==> src/rtl/axi_llc_data_way_arb_if.sv <==
// ============================================================================
// axi_llc_data_way_arb_if
// ----------------------------------------------------------------------------
// Purpose : Bundles the request-side and data-way-side handshakes of the
//           data way arbiter.
//           The slave modport is the arbiter's view.
//           The master modport is the view of the units plus the data way,
//           as driven by a test environment.
// Signals :
//   req_valid_i/ready_o   per-unit request handshake
//   req_addr_i            per-unit SRAM word address
//   req_we_i              per-unit write enable
//   req_data_i            per-unit write data
//   req_strb_i            per-unit byte enables
//   req_last_i            per-unit last-beat marker
//   out_valid_o/ready_i   merged request handshake towards the data way
//   out_unit_o            granted unit index
//   out_addr_o, out_we_o,
//   out_data_o, out_strb_o  registered request fields
// ============================================================================
interface axi_llc_data_way_arb_if #(
    parameter int NumUnits     = 4,
    parameter int AddrWidth    = 10,
    parameter int DataWidth    = 64,
    parameter int UnitIdxWidth = (NumUnits > 1) ? $clog2(NumUnits) : 1
);
    logic [NumUnits-1:0]                    req_valid_i;
    logic [NumUnits-1:0]                    req_ready_o;
    logic [NumUnits-1:0][AddrWidth-1:0]     req_addr_i;
    logic [NumUnits-1:0]                    req_we_i;
    logic [NumUnits-1:0][DataWidth-1:0]     req_data_i;
    logic [NumUnits-1:0][DataWidth/8-1:0]   req_strb_i;
    logic [NumUnits-1:0]                    req_last_i;

    logic                                   out_valid_o;
    logic                                   out_ready_i;
    logic [UnitIdxWidth-1:0]                out_unit_o;
    logic [AddrWidth-1:0]                   out_addr_o;
    logic                                   out_we_o;
    logic [DataWidth-1:0]                   out_data_o;
    logic [DataWidth/8-1:0]                 out_strb_o;

    modport slave (
        input  req_valid_i, req_addr_i, req_we_i, req_data_i, req_strb_i,
               req_last_i, out_ready_i,
        output req_ready_o, out_valid_o, out_unit_o, out_addr_o, out_we_o,
               out_data_o, out_strb_o
    );

    modport master (
        output req_valid_i, req_addr_i, req_we_i, req_data_i, req_strb_i,
               req_last_i, out_ready_i,
        input  req_ready_o, out_valid_o, out_unit_o, out_addr_o, out_we_o,
               out_data_o, out_strb_o
    );
endinterface

==> src/rtl/axi_llc_data_way_arb.sv <==
// ============================================================================
// axi_llc_data_way_arb
// ----------------------------------------------------------------------------
// Purpose : Merges the SRAM requests of the cache units into the single
//           request stream of one data way.
//           - Arbitration is round-robin.
//           - A multi-beat burst locks the grant to its unit until the last
//             beat, so the beats of one burst are never interleaved.
//           - The output stage is registered and sustains one request per
//             cycle.
//           - The granted unit index travels with the request.
// Ports   :
//   clk_i   clock, rising edge
//   rst_i   synchronous active-high reset
//   bus     axi_llc_data_way_arb_if.slave; carries the per-unit request
//           handshakes and the registered output handshake
// ============================================================================
module axi_llc_data_way_arb #(
    parameter int NumUnits     = 4,
    parameter int AddrWidth    = 10,
    parameter int DataWidth    = 64,
    parameter int UnitIdxWidth = (NumUnits > 1) ? $clog2(NumUnits) : 1
) (
    input  logic                    clk_i,
    input  logic                    rst_i,
    axi_llc_data_way_arb_if.slave   bus
);
    localparam int StrbWidth = DataWidth / 8;
    localparam int SumWidth  = UnitIdxWidth + 1;

    typedef enum logic {
        UNLOCKED = 1'b0,
        LOCKED   = 1'b1
    } lock_state_e;

    lock_state_e                r_state;
    lock_state_e                w_state_nxt;
    logic [UnitIdxWidth-1:0]    r_lock_unit;
    logic [UnitIdxWidth-1:0]    r_rr;

    logic                       r_out_valid;
    logic [UnitIdxWidth-1:0]    r_out_unit;
    logic [AddrWidth-1:0]       r_out_addr;
    logic                       r_out_we;
    logic [DataWidth-1:0]       r_out_data;
    logic [StrbWidth-1:0]       r_out_strb;

    logic [NumUnits-1:0]        w_grant;
    logic [UnitIdxWidth-1:0]    w_gnt_idx;
    logic [SumWidth-1:0]        w_scan_sum;
    logic [UnitIdxWidth-1:0]    w_scan_idx;
    logic [NumUnits-1:0]        w_ready;
    logic                       w_space;
    logic                       w_hs;
    logic                       w_hs_last;

    // Grant selection.
    // While unlocked, the scan runs from the farthest offset back to rr_q, so
    // the last match written wins.
    // That is the first valid unit at or after rr_q.
    // While locked, only the locked unit may be granted, even when it is idle.
    always_comb begin
        w_grant    = '0;
        w_gnt_idx  = '0;
        w_scan_sum = '0;
        w_scan_idx = '0;
        if (r_state == LOCKED) begin
            w_gnt_idx            = r_lock_unit;
            w_grant[r_lock_unit] = bus.req_valid_i[r_lock_unit];
        end else begin
            for (int i = NumUnits - 1; i >= 0; i--) begin
                w_scan_sum = {1'b0, r_rr} + SumWidth'(i);
                if (w_scan_sum >= SumWidth'(NumUnits)) begin
                    w_scan_sum = w_scan_sum - SumWidth'(NumUnits);
                end
                w_scan_idx = w_scan_sum[UnitIdxWidth-1:0];
                if (bus.req_valid_i[w_scan_idx]) begin
                    w_grant             = '0;
                    w_grant[w_scan_idx] = 1'b1;
                    w_gnt_idx           = w_scan_idx;
                end
            end
        end
    end

    // The output register can take a new request when it is empty or being
    // drained this cycle.
    assign w_space   = ~r_out_valid | bus.out_ready_i;
    assign w_ready   = (rst_i || !w_space) ? '0 : w_grant;
    assign w_hs      = |w_ready;
    assign w_hs_last = bus.req_last_i[w_gnt_idx];

    // Lock FSM next state.
    // In LOCKED a handshake can only come from the locked unit.
    always_comb begin
        w_state_nxt = r_state;
        case (r_state)
            UNLOCKED: if (w_hs && !w_hs_last) w_state_nxt = LOCKED;
            LOCKED:   if (w_hs &&  w_hs_last) w_state_nxt = UNLOCKED;
            default:  w_state_nxt = UNLOCKED;
        endcase
    end

    always_ff @(posedge clk_i) begin
        if (rst_i) begin
            r_state     <= UNLOCKED;
            r_lock_unit <= '0;
            r_rr        <= '0;
        end else begin
            r_state <= w_state_nxt;
            if (r_state == UNLOCKED && w_hs && !w_hs_last) begin
                r_lock_unit <= w_gnt_idx;
            end
            // The pointer only advances when a burst (or single beat) ends.
            if (w_hs && w_hs_last) begin
                r_rr <= (w_gnt_idx == UnitIdxWidth'(NumUnits - 1)) ? '0
                                                                    : w_gnt_idx + 1'b1;
            end
        end
    end

    // Output register.
    // A new handshake overwrites the register even in the cycle the register
    // drains, so there is no bubble.
    always_ff @(posedge clk_i) begin
        if (rst_i) begin
            r_out_valid <= 1'b0;
            r_out_unit  <= '0;
            r_out_addr  <= '0;
            r_out_we    <= 1'b0;
            r_out_data  <= '0;
            r_out_strb  <= '0;
        end else if (w_hs) begin
            r_out_valid <= 1'b1;
            r_out_unit  <= w_gnt_idx;
            r_out_addr  <= bus.req_addr_i[w_gnt_idx];
            r_out_we    <= bus.req_we_i[w_gnt_idx];
            r_out_data  <= bus.req_data_i[w_gnt_idx];
            r_out_strb  <= bus.req_strb_i[w_gnt_idx];
        end else if (bus.out_ready_i) begin
            r_out_valid <= 1'b0;
        end
    end

    assign bus.req_ready_o = w_ready;
    assign bus.out_valid_o = r_out_valid;
    assign bus.out_unit_o  = r_out_unit;
    assign bus.out_addr_o  = r_out_addr;
    assign bus.out_we_o    = r_out_we;
    assign bus.out_data_o  = r_out_data;
    assign bus.out_strb_o  = r_out_strb;

    // Protocol checks.
    // A pending request must hold its valid and fields until accepted.
    // A stalled output must not change.
    for (genvar k = 0; k < NumUnits; k++) begin : g_req_chk
        a_req_stable: assert property (@(posedge clk_i) disable iff (rst_i)
            (bus.req_valid_i[k] && !bus.req_ready_o[k]) |=>
            (bus.req_valid_i[k] && $stable(bus.req_addr_i[k]) &&
             $stable(bus.req_we_i[k]) && $stable(bus.req_data_i[k]) &&
             $stable(bus.req_strb_i[k]) && $stable(bus.req_last_i[k])));
    end

    a_out_stable: assert property (@(posedge clk_i) disable iff (rst_i)
        (bus.out_valid_o && !bus.out_ready_i) |=>
        (bus.out_valid_o && $stable(bus.out_unit_o) && $stable(bus.out_addr_o) &&
         $stable(bus.out_we_o) && $stable(bus.out_data_o) && $stable(bus.out_strb_o)));

    a_ready_onehot: assert property (@(posedge clk_i) $onehot0(bus.req_ready_o));

endmodule
==> src/flat_wrapper.sv <==
// flat-port wrapper written by rule: the top's interface ports become plain ports
module axi_llc_data_way_arb_flat 
#(
    parameter int NumUnits     = 4,
    parameter int AddrWidth    = 10,
    parameter int DataWidth    = 64,
    parameter int UnitIdxWidth = (NumUnits > 1) ? $clog2(NumUnits) : 1
)
  (clk_i, rst_i, bus_req_valid_i, bus_req_addr_i, bus_req_we_i, bus_req_data_i, bus_req_strb_i, bus_req_last_i, bus_out_ready_i, bus_req_ready_o, bus_out_valid_o, bus_out_unit_o, bus_out_addr_o, bus_out_we_o, bus_out_data_o, bus_out_strb_o);
  axi_llc_data_way_arb_if #(.NumUnits(NumUnits), .AddrWidth(AddrWidth), .DataWidth(DataWidth), .UnitIdxWidth(UnitIdxWidth)) bus_i ();
  input  logic clk_i;
  input  logic rst_i;
  input wire logic [$bits(bus_i.req_valid_i)-1:0] bus_req_valid_i;
  input wire logic [$bits(bus_i.req_addr_i)-1:0] bus_req_addr_i;
  input wire logic [$bits(bus_i.req_we_i)-1:0] bus_req_we_i;
  input wire logic [$bits(bus_i.req_data_i)-1:0] bus_req_data_i;
  input wire logic [$bits(bus_i.req_strb_i)-1:0] bus_req_strb_i;
  input wire logic [$bits(bus_i.req_last_i)-1:0] bus_req_last_i;
  input wire logic [$bits(bus_i.out_ready_i)-1:0] bus_out_ready_i;
  output wire logic [$bits(bus_i.req_ready_o)-1:0] bus_req_ready_o;
  output wire logic [$bits(bus_i.out_valid_o)-1:0] bus_out_valid_o;
  output wire logic [$bits(bus_i.out_unit_o)-1:0] bus_out_unit_o;
  output wire logic [$bits(bus_i.out_addr_o)-1:0] bus_out_addr_o;
  output wire logic [$bits(bus_i.out_we_o)-1:0] bus_out_we_o;
  output wire logic [$bits(bus_i.out_data_o)-1:0] bus_out_data_o;
  output wire logic [$bits(bus_i.out_strb_o)-1:0] bus_out_strb_o;
  assign bus_i.req_valid_i = bus_req_valid_i;
  assign bus_i.req_addr_i = bus_req_addr_i;
  assign bus_i.req_we_i = bus_req_we_i;
  assign bus_i.req_data_i = bus_req_data_i;
  assign bus_i.req_strb_i = bus_req_strb_i;
  assign bus_i.req_last_i = bus_req_last_i;
  assign bus_i.out_ready_i = bus_out_ready_i;
  assign bus_req_ready_o = bus_i.req_ready_o;
  assign bus_out_valid_o = bus_i.out_valid_o;
  assign bus_out_unit_o = bus_i.out_unit_o;
  assign bus_out_addr_o = bus_i.out_addr_o;
  assign bus_out_we_o = bus_i.out_we_o;
  assign bus_out_data_o = bus_i.out_data_o;
  assign bus_out_strb_o = bus_i.out_strb_o;
  axi_llc_data_way_arb #(.NumUnits(NumUnits), .AddrWidth(AddrWidth), .DataWidth(DataWidth), .UnitIdxWidth(UnitIdxWidth)) u_core (.clk_i(clk_i), .rst_i(rst_i), .bus(bus_i));
endmodule
==> config.mk <==
export PLATFORM = sky130hd
export DESIGN_NAME = axi_llc_data_way_arb_flat
export DESIGN_NICKNAME = d
export VERILOG_FILES = /design/src/rtl/axi_llc_data_way_arb_if.sv /design/src/rtl/axi_llc_data_way_arb.sv /design/src/flat_wrapper.sv
export SDC_FILE = /design/constraint.sdc
export NUM_CORES = 1
export LEC_CHECK = 0
export CORE_AREA = 2 2 169 171
export CTS_BUF_LIST = sky130_fd_sc_hd__clkbuf_16
export DETAILED_ROUTE_END_ITERATION = 7
export DIE_AREA = 0 0 171 173
export PLACE_DENSITY_LB_ADDON = 0.3
export SETUP_SLACK_MARGIN = 0.05
export SLEW_MARGIN = 20
export SYNTH_ARGS = -nofsm -noshare
export SYNTH_HDL_FRONTEND = slang
export SYNTH_SLANG_ARGS = --single-unit
==> constraint.sdc <==
create_clock -name clk_i -period 4.3 [get_ports clk_i]
set_input_delay 1.29 -clock clk_i [delete_from_list [all_inputs] [get_ports clk_i]]
set_output_delay 1.29 -clock clk_i [all_outputs]
set_load 0.01 [all_outputs]
==> metrics.yaml, run 1 <==
sta:
  min_period_over_period: 0.972
  rsz0062_at_grt: "yes"
  relSlewSlack: 0.531
  final.setup.tns_ns: 0
  final_max_slew_viol_count: 0
  worst_clock_skew_ns: 0.0149
  fmax_mhz: 239
  tightest_slew_ns: 0.704
  period_minus_slack_ns: 4.18
  setup_ws_ns: 0.118
  hold_violations: 0
  setup_viol: 0
floorplan:
  dieArea_um2: 29600
  ioPinCount: 433
  rows: 61
  core_area_um2: 27600
  dieHeight_um: 173
  initial_utilization: 0.244
  dieWidth_um: 171
power_and_ir_drop:
  ir_worst_vdd_mv: 0.808
  p_leak_nw: 4.65
  power_per_cell_area_nw_per_um2: 724
setup_path:
  worst_path_dominant_cell_family: "compound AO/OA/AOI/OAI gates"
  cp-start-kind: "input port"
  crit_fanout: 6
  arrival_ns: 2.89
  critPathMaxStageDelay_ns: 0.48
  critical_path.endpoint_type: "output pin"
  crit_chain: "buf_8 > mux4_2 > buf_6 > nand3b_1 > a221o_1 > a221oi_2 > buf_2"
  worst-setup-path-type: "input port to output pin"
  critPathBufInv: 3
  cpMaxStageDelayCell: "mux4_2"
  cp.required_ns: 3.01
clock_tree:
  ctsLongestPathBuffers: 2
  htreeDepth: 3
  tritoncts: "yes"
  clock_latency_ns: 0.35
  cts_root_buf: "clkbuf_16"
  cts_buffers: 9
  clkSinkCount: 91
  clk_pin_slew_ns: 0.08
synthesis:
  synth-main-ff-cell: "dfxtp_1"
  ys_types: 57
  async_flop_share: 0
  yosysWarnings: 0
  syn_area_um2: 6740
  ys_seq_area_frac: 0.270
  syn-num-nets: 1319
  synth.avg_cell_area_um2: 6.95
  synth_edf_count: 0
  ys_seq_elements: 91
  syn_inst: 969
final_layout:
  antenna_cells: 0
  mostFrequentLayoutCells: "423 x clkdlybuf4s50_1, 340 x nand2_1, 168 x nand3_1"
  final_nets: 1716
  final_common_cell: "clkdlybuf4s50_1"
  regArea_um2: 1820
  area_growth_pct: 77.2
  multiInputGateArea_um2: 4500
  fillers: 2895
  final_area_um2: 11900
  drive_gt1_frac: 0.113
routing:
  drc: 0
  vias_per_cell: 4.69
  drt_iter0_drc: 416
  ant_nets: 0
  first_pass_iters: 5
  wl_per_cell_um: 16.6
  wirelength_mm: 29.0
  vias: 8199
min_path:
  hp-class: "register to register"
place:
  place_area_um2: 11600
  post-place-ws_ns: -0.704
  gp_congestion: 0.850
  port-buffer-count: 432
  hpwl_mm: 21.7
global_route:
  grt_pass1_wl_mm: 44.3
  grt_remaining_overflow: 0
  grt_max_degree: 86
  grt_pass1_vias: 8079
  grtUsageTotal: 0.191
  antenna_found_initial: 0
flow_run:
  cap_violations: 0
outcome:
  status: "finished, final reports clean"
## tightest hold or removal path, cell delays in order, from the launching register on
cell and delay, ns:
dfxtp_1 0.32, nand2_1 0.05, a21oi_1 0.05
## registers in the layout (all words and copies together), names as in the netlist, named ones only
signal,cells
u_core.bus.out_addr_o,10
u_core.bus.out_data_o,64
u_core.bus.out_strb_o,8
u_core.bus.out_unit_o,2
u_core.bus.out_valid_o,1
u_core.bus.out_we_o,1
u_core.r_lock_unit,2
u_core.r_rr,2
## timing repair
item | in CTS | in global routing
hold buffers | 0 | 0
pin swaps | 3 | 4
gates resized for setup | 30 | 8
setup buffers | 3 | 1
endpoints found under the setup margin | 4 | 3
## cell type report
cell class,count,share of cell area
timing repair buffer,480,0.403
multi-input combinational,776,0.377
sequential,91,0.153
tap,378,0.0396
clock buffer,9,0.0189
clock inverter,7,0.00566
inverter,8,0.00252
## Yosys cell counts, types with 3 or more instances
cell type | number | area share
nand2_1 | 340 | 0.19
nor3b_1 | 59 | 0.066
ha_1 | 7 | 0.013
buf_1 | 4 | 0.0022
buf_6 | 7 | 0.012
a31o_1 | 41 | 0.053
clkbuf_1 | 63 | 0.035
a211oi_1 | 4 | 0.0045
o31ai_1 | 3 | 0.0033
mux4_2 | 4 | 0.013
a31o_2 | 42 | 0.055
a21oi_1 | 10 | 0.0074
nor3b_2 | 24 | 0.045
nor2_1 | 8 | 0.0045
mux2i_1 | 10 | 0.015
buf_2 | 19 | 0.014
nand2b_1 | 4 | 0.0037
dfxtp_1 | 91 | 0.27
inv_1 | 7 | 0.0039
o21ai_0 | 4 | 0.0030
a21o_1 | 3 | 0.0033
nand3b_1 | 3 | 0.0033
nand3_1 | 169 | 0.13
## cells by family after synthesis
group,Yosys count,share of synthesized area
fa+ha+maj,7,0.0130
flops,91,0.270
compound gates,129,0.160
mux,15,0.0299
xor+xnor,1,0.00130
buf+inv,102,0.0687
simple gates,624,0.457
## per-stage QoR
step | hold WS (ns) | cells | utilization | total power (W)
after CTS | 0.464 | 1748 | 0.431 | 0.00876
after floorplan | 0.476 | 969 | - | 0.00546
after global placement | 0.448 | 1729 | 0.420 | 0.00782
after detailed placement | 0.452 | 1729 | 0.420 | 0.00788
after global routing | 0.513 | 1749 | 0.432 | 0.00939
final | 0.460 | 1749 | 0.432 | 0.00864
## final timing paths
check | start | endpoint | slack, ns | depth (start not counted)
setup / recovery | bus_req_valid_i[1] | bus_req_ready_o[1] | 0.12 | 7
hold / removal | u_core.bus.out_unit_o[0]$_SDFFE_PP0P_ | u_core.bus.out_unit_o[0]$_SDFFE_PP0P_ | 0.46 | 2
setup reg to reg | u_core.r_rr[1]$_SDFFE_PP0P_ | u_core.bus.out_data_o[13]$_SDFFE_PP0P_ | 0.78 | 11
hold reg to reg | u_core.bus.out_unit_o[0]$_SDFFE_PP0P_ | u_core.bus.out_unit_o[0]$_SDFFE_PP0P_ | 0.46 | 2
## where the power goes
group | internal (W) | switching, W
Sequential | 0.00130 | 0.000179
Clock | 0.000451 | 0.000373
Combinational | 0.00299 | 0.00335
Total | 0.00474 | 0.00391
## per-layer routing
metal	vias up	track usage	part of all wire
li1	4160	-	-
met1	3709	0.225	0.42
met5	-	0	0
met3	41	0.0478	0.066
met4	0	0.0639	0.028
met2	289	0.334	0.49
Power figures use the tool's default switching activity.
==> inputs of run 2 (changes only) <==
--- a/config.mk
+++ b/config.mk
@@ -5,10 +5,10 @@
 export SDC_FILE = /design/constraint.sdc
 export NUM_CORES = 1
 export LEC_CHECK = 0
-export CORE_AREA = 2 2 169 171
+export CORE_AREA = 5 5 163 165
 export CTS_BUF_LIST = sky130_fd_sc_hd__clkbuf_16
 export DETAILED_ROUTE_END_ITERATION = 7
-export DIE_AREA = 0 0 171 173
+export DIE_AREA = 0 0 168 170
 export PLACE_DENSITY_LB_ADDON = 0.3
 export SETUP_SLACK_MARGIN = 0.05
 export SLEW_MARGIN = 20
==> run 2 against run 1 <==
Against the previous run: routed wire length increased by 4.5%; hold slack got worse by 0.013 ns; die area is 3.5% lower; critical endpoint unchanged; largest power group unchanged; highest routed layer unchanged.
==> metrics.yaml, run 2 (synthesis gave the netlist of run 1 again) <==
clock_tree:
  clk_pin_slew_ns: 0.06  # was 0.08 ns
  htreeDepth: 3  # unchanged
  clock_latency_ns: 0.35  # about the same
  clkSinkCount: 91  # unchanged
  tritoncts: "yes"  # unchanged
  ctsLongestPathBuffers: 2  # unchanged
  cts_buffers: 9  # unchanged
  cts_root_buf: "clkbuf_16"  # unchanged
flow_run:
  cap_violations: 0  # unchanged
routing:
  vias_per_cell: 4.90  # was 4.69
  first_pass_iters: 5  # unchanged
  wirelength_mm: 30.3  # was 29.0 mm
  wl_met3_mm: 2.30  # was 1.92 mm
  ant_nets: 0  # unchanged
  wl_met1_mm: 12.3  # was 12.1 mm
  drc: 0  # unchanged
  vias: 8386  # was 8199
  top_layer: "met4"  # unchanged
  met2_length_mm: 15.1  # was 14.1 mm
  wl_per_cell_um: 17.7  # was 16.6 um
  drt_iter0_drc: 508  # was 416
final_layout:
  drive_gt1_frac: 0.121  # was 0.113
  final_common_cell: "clkdlybuf4s50_1"  # unchanged
  antenna_cells: 0  # unchanged
  final_nets: 1725  # was 1716
  area_growth_pct: 77.5  # was 77.2%
  final_area_um2: 12000  # was 11900 um2
  mostFrequentLayoutCells: "423 x clkdlybuf4s50_1, 340 x nand2_1, 168 x nand3_1"  # unchanged
  largest_reg_flops: 64  # unchanged
  final_core_util: 0.480  # was 0.432
sta:
  setup_ws_ns: 0.161  # was 0.118 ns
  setup_viol: 0  # unchanged
  min_period_over_period: 0.963  # was 0.972
  period_minus_slack_ns: 4.14  # was 4.18 ns
  final.setup.tns_ns: 0  # unchanged
  relSlewSlack: 0.473  # was 0.531
  final_max_slew_viol_count: 0  # unchanged
  worst_clock_skew_ns: 0.0136  # was 0.0149 ns
  tightest_slew_ns: 0.791  # was 0.704 ns
  rsz0062_at_grt: "yes"  # unchanged
  hold_violations: 0  # unchanged
  fmax_mhz: 242  # was 239 MHz
power_and_ir_drop:
  switchingPower_w: 0.00394  # was 0.00391 W
  swShare: 0.446  # was 0.452
  pwr-share-clk: 0.099  # was 0.095
  comb_power_share: 0.735  # was 0.734
  seq_power_share: 0.166  # was 0.171
  power_per_cell_area_nw_per_um2: 738  # was 724 nW/um2
  p_leak_nw: 4.70  # was 4.65 nW
  p_int_w: 0.00488  # was 0.00474 W
  ir_worst_vdd_mv: 0.849  # was 0.808 mV
floorplan:
  initial_utilization: 0.271  # was 0.244
  ioPinCount: 433  # unchanged
  core_area_um2: 24900  # was 27600 um2
  rows: 58  # was 61
  dieWidth_um: 168  # was 171 um
  dieArea_um2: 28600  # was 29600 um2
  dieHeight_um: 170  # was 173 um
setup_path:
  cp_common_cell: "buf_2"
  crit_chain: "buf_2 > mux4_2 > nand3b_1 > a221o_1 > a221oi_2 > buf_2"  # was buf_8 > mux4_2 > buf_6 > nand3b_1 > a221o_1 > a221oi_2 > buf_2
  r2r_end: "u_core.bus.out_data_o[32]$_SDFFE_PP0P_"  # was u_core.bus.out_data_o[13]$_SDFFE_PP0P_
  reg2reg_slack_ns: 0.82  # was 0.78 ns
  arrival_ns: 2.85  # was 2.89 ns
  crit_fanout: 5  # was 6
  worst-setup-path-type: "input port to output pin"  # unchanged
  cp.required_ns: 3.01  # about the same
  r2r_cells: 11  # unchanged
  critical_path.endpoint_type: "output pin"  # unchanged
  r2r_start: "u_core.r_rr[1]$_SDFFE_PP0P_"  # unchanged
  critPathMaxStageDelay_ns: 0.50  # was 0.48 ns
  cpMaxStageDelayCell: "mux4_2"  # unchanged
  cp-start-kind: "input port"  # unchanged
min_path:
  holdCritStartpoint: "u_core.bus.out_unit_o[0]$_SDFFE_PP0P_"  # unchanged
  whs_endpoint: "u_core.bus.out_unit_o[0]$_SDFFE_PP0P_"  # unchanged
  min_path_cells: 2  # unchanged
  hp-class: "register to register"  # unchanged
place:
  gp_congestion: 0.884  # was 0.850
  port-buffer-count: 432  # unchanged
  place_area_um2: 11600  # about the same
  hpwl_mm: 23.5  # was 21.7 mm
  post-place-ws_ns: -0.721  # was -0.704 ns
global_route:
  grt_remaining_overflow: 0  # unchanged
  antenna_found_initial: 0  # unchanged
  grtUsageTotal: 0.198  # was 0.191
  grt_pass1_vias: 8164  # was 8079
  grt_pass1_wl_mm: 45.5  # was 44.3 mm
  grt_max_degree: 102  # was 86
outcome:
  status: "finished, final reports clean"  # unchanged
==> run 2: changes by cell type in the layout (fill, tap and decap cells not counted), sizes merged <==
cell,previous run,this run
buf,54,64
bufinv,1,2
clkbuf,9,10
clkdlybuf4s15,2,1
dlygate4sd2,1,0
inv,10,9
==> run 2: layout make-up <==
cell class	instances	area, um2
Timing Repair Buffer	489	4860
Clock inverter	7	92.6
Multi-Input combinational cell	776	4510
Tap cell	330	413
Fill cell	2496	12900
Inverter	8	30.0
Clock buffer	9	225
Sequential cell	91	1820
==> run 2: how the worst max path moves through the flow <==
stage                        from                 end  slack (ns)  depth (start not counted)
2_1_floorplan  bus_req_valid_i[1]  bus_req_ready_o[1]        0.18                          5
3_3_place_gp   bus_req_valid_i[0]  bus_req_ready_o[1]       -0.67                          6
3_5_place_dp   bus_req_valid_i[0]  bus_req_ready_o[1]       -0.72                          6
4_1_cts        bus_req_valid_i[0]  bus_req_ready_o[1]        0.10                          6
5_1_grt        bus_req_valid_i[0]  bus_req_ready_o[1]        0.05                          6
6_report       bus_req_valid_i[1]  bus_req_ready_o[1]        0.16                          6
==> run 2: worst max-delay path: cells and delay by family <==
| kind | cells | cell delay, ns |
|---|---|---|
| AO/OA/AOI/OAI | 2 | 0.58 |
| buffers and inverters | 2 | 0.31 |
| multiplexers | 1 | 0.50 |
| AND/OR/NAND/NOR | 1 | 0.18 |
==> run 2: repair_timing <==
| action | 4_1_cts | 5_1_grt |
|---|---|---|
| pin swaps | 4 | 3 |
| endpoints found under the setup margin | 4 | 3 |
| hold buffers | 0 | 0 |
| gates cloned | 0 | 0 |
| buffers inserted | 3 | 0 |
| gates resized for setup | 32 | 1 |
==> run 2: metal layers <==
layer / vias up / GRT usage
met2: 320 / 0.347
met5: - / 0
met1: 3842 / 0.242
li1: 4183 / -
met4: 0 / 0.0512
met3: 41 / 0.0527
==> run 2: stage by stage <==
stage | total power (W) | std cells | hold WS (ns)
2_1_floorplan | 0.00546 | 969 | 0.476
3_3_place_gp | 0.00793 | 1691 | 0.440
3_5_place_dp | 0.00799 | 1691 | 0.444
4_1_cts | 0.00893 | 1710 | 0.454
5_1_grt | 0.00955 | 1710 | 0.489
6_report | 0.00882 | 1710 | 0.447
==> run 2: power groups by stage <==
stage / combinational (W) / clock (W) / sequential (W)
2_1_floorplan: 0.00381 / 0 / 0.00165
3_3_place_gp: 0.00647 / 0 / 0.00147
3_5_place_dp: 0.00651 / 0 / 0.00149
4_1_cts: 0.00655 / 0.000912 / 0.00147
5_1_grt: 0.00710 / 0.000947 / 0.00151
6_report: 0.00648 / 0.000875 / 0.00146
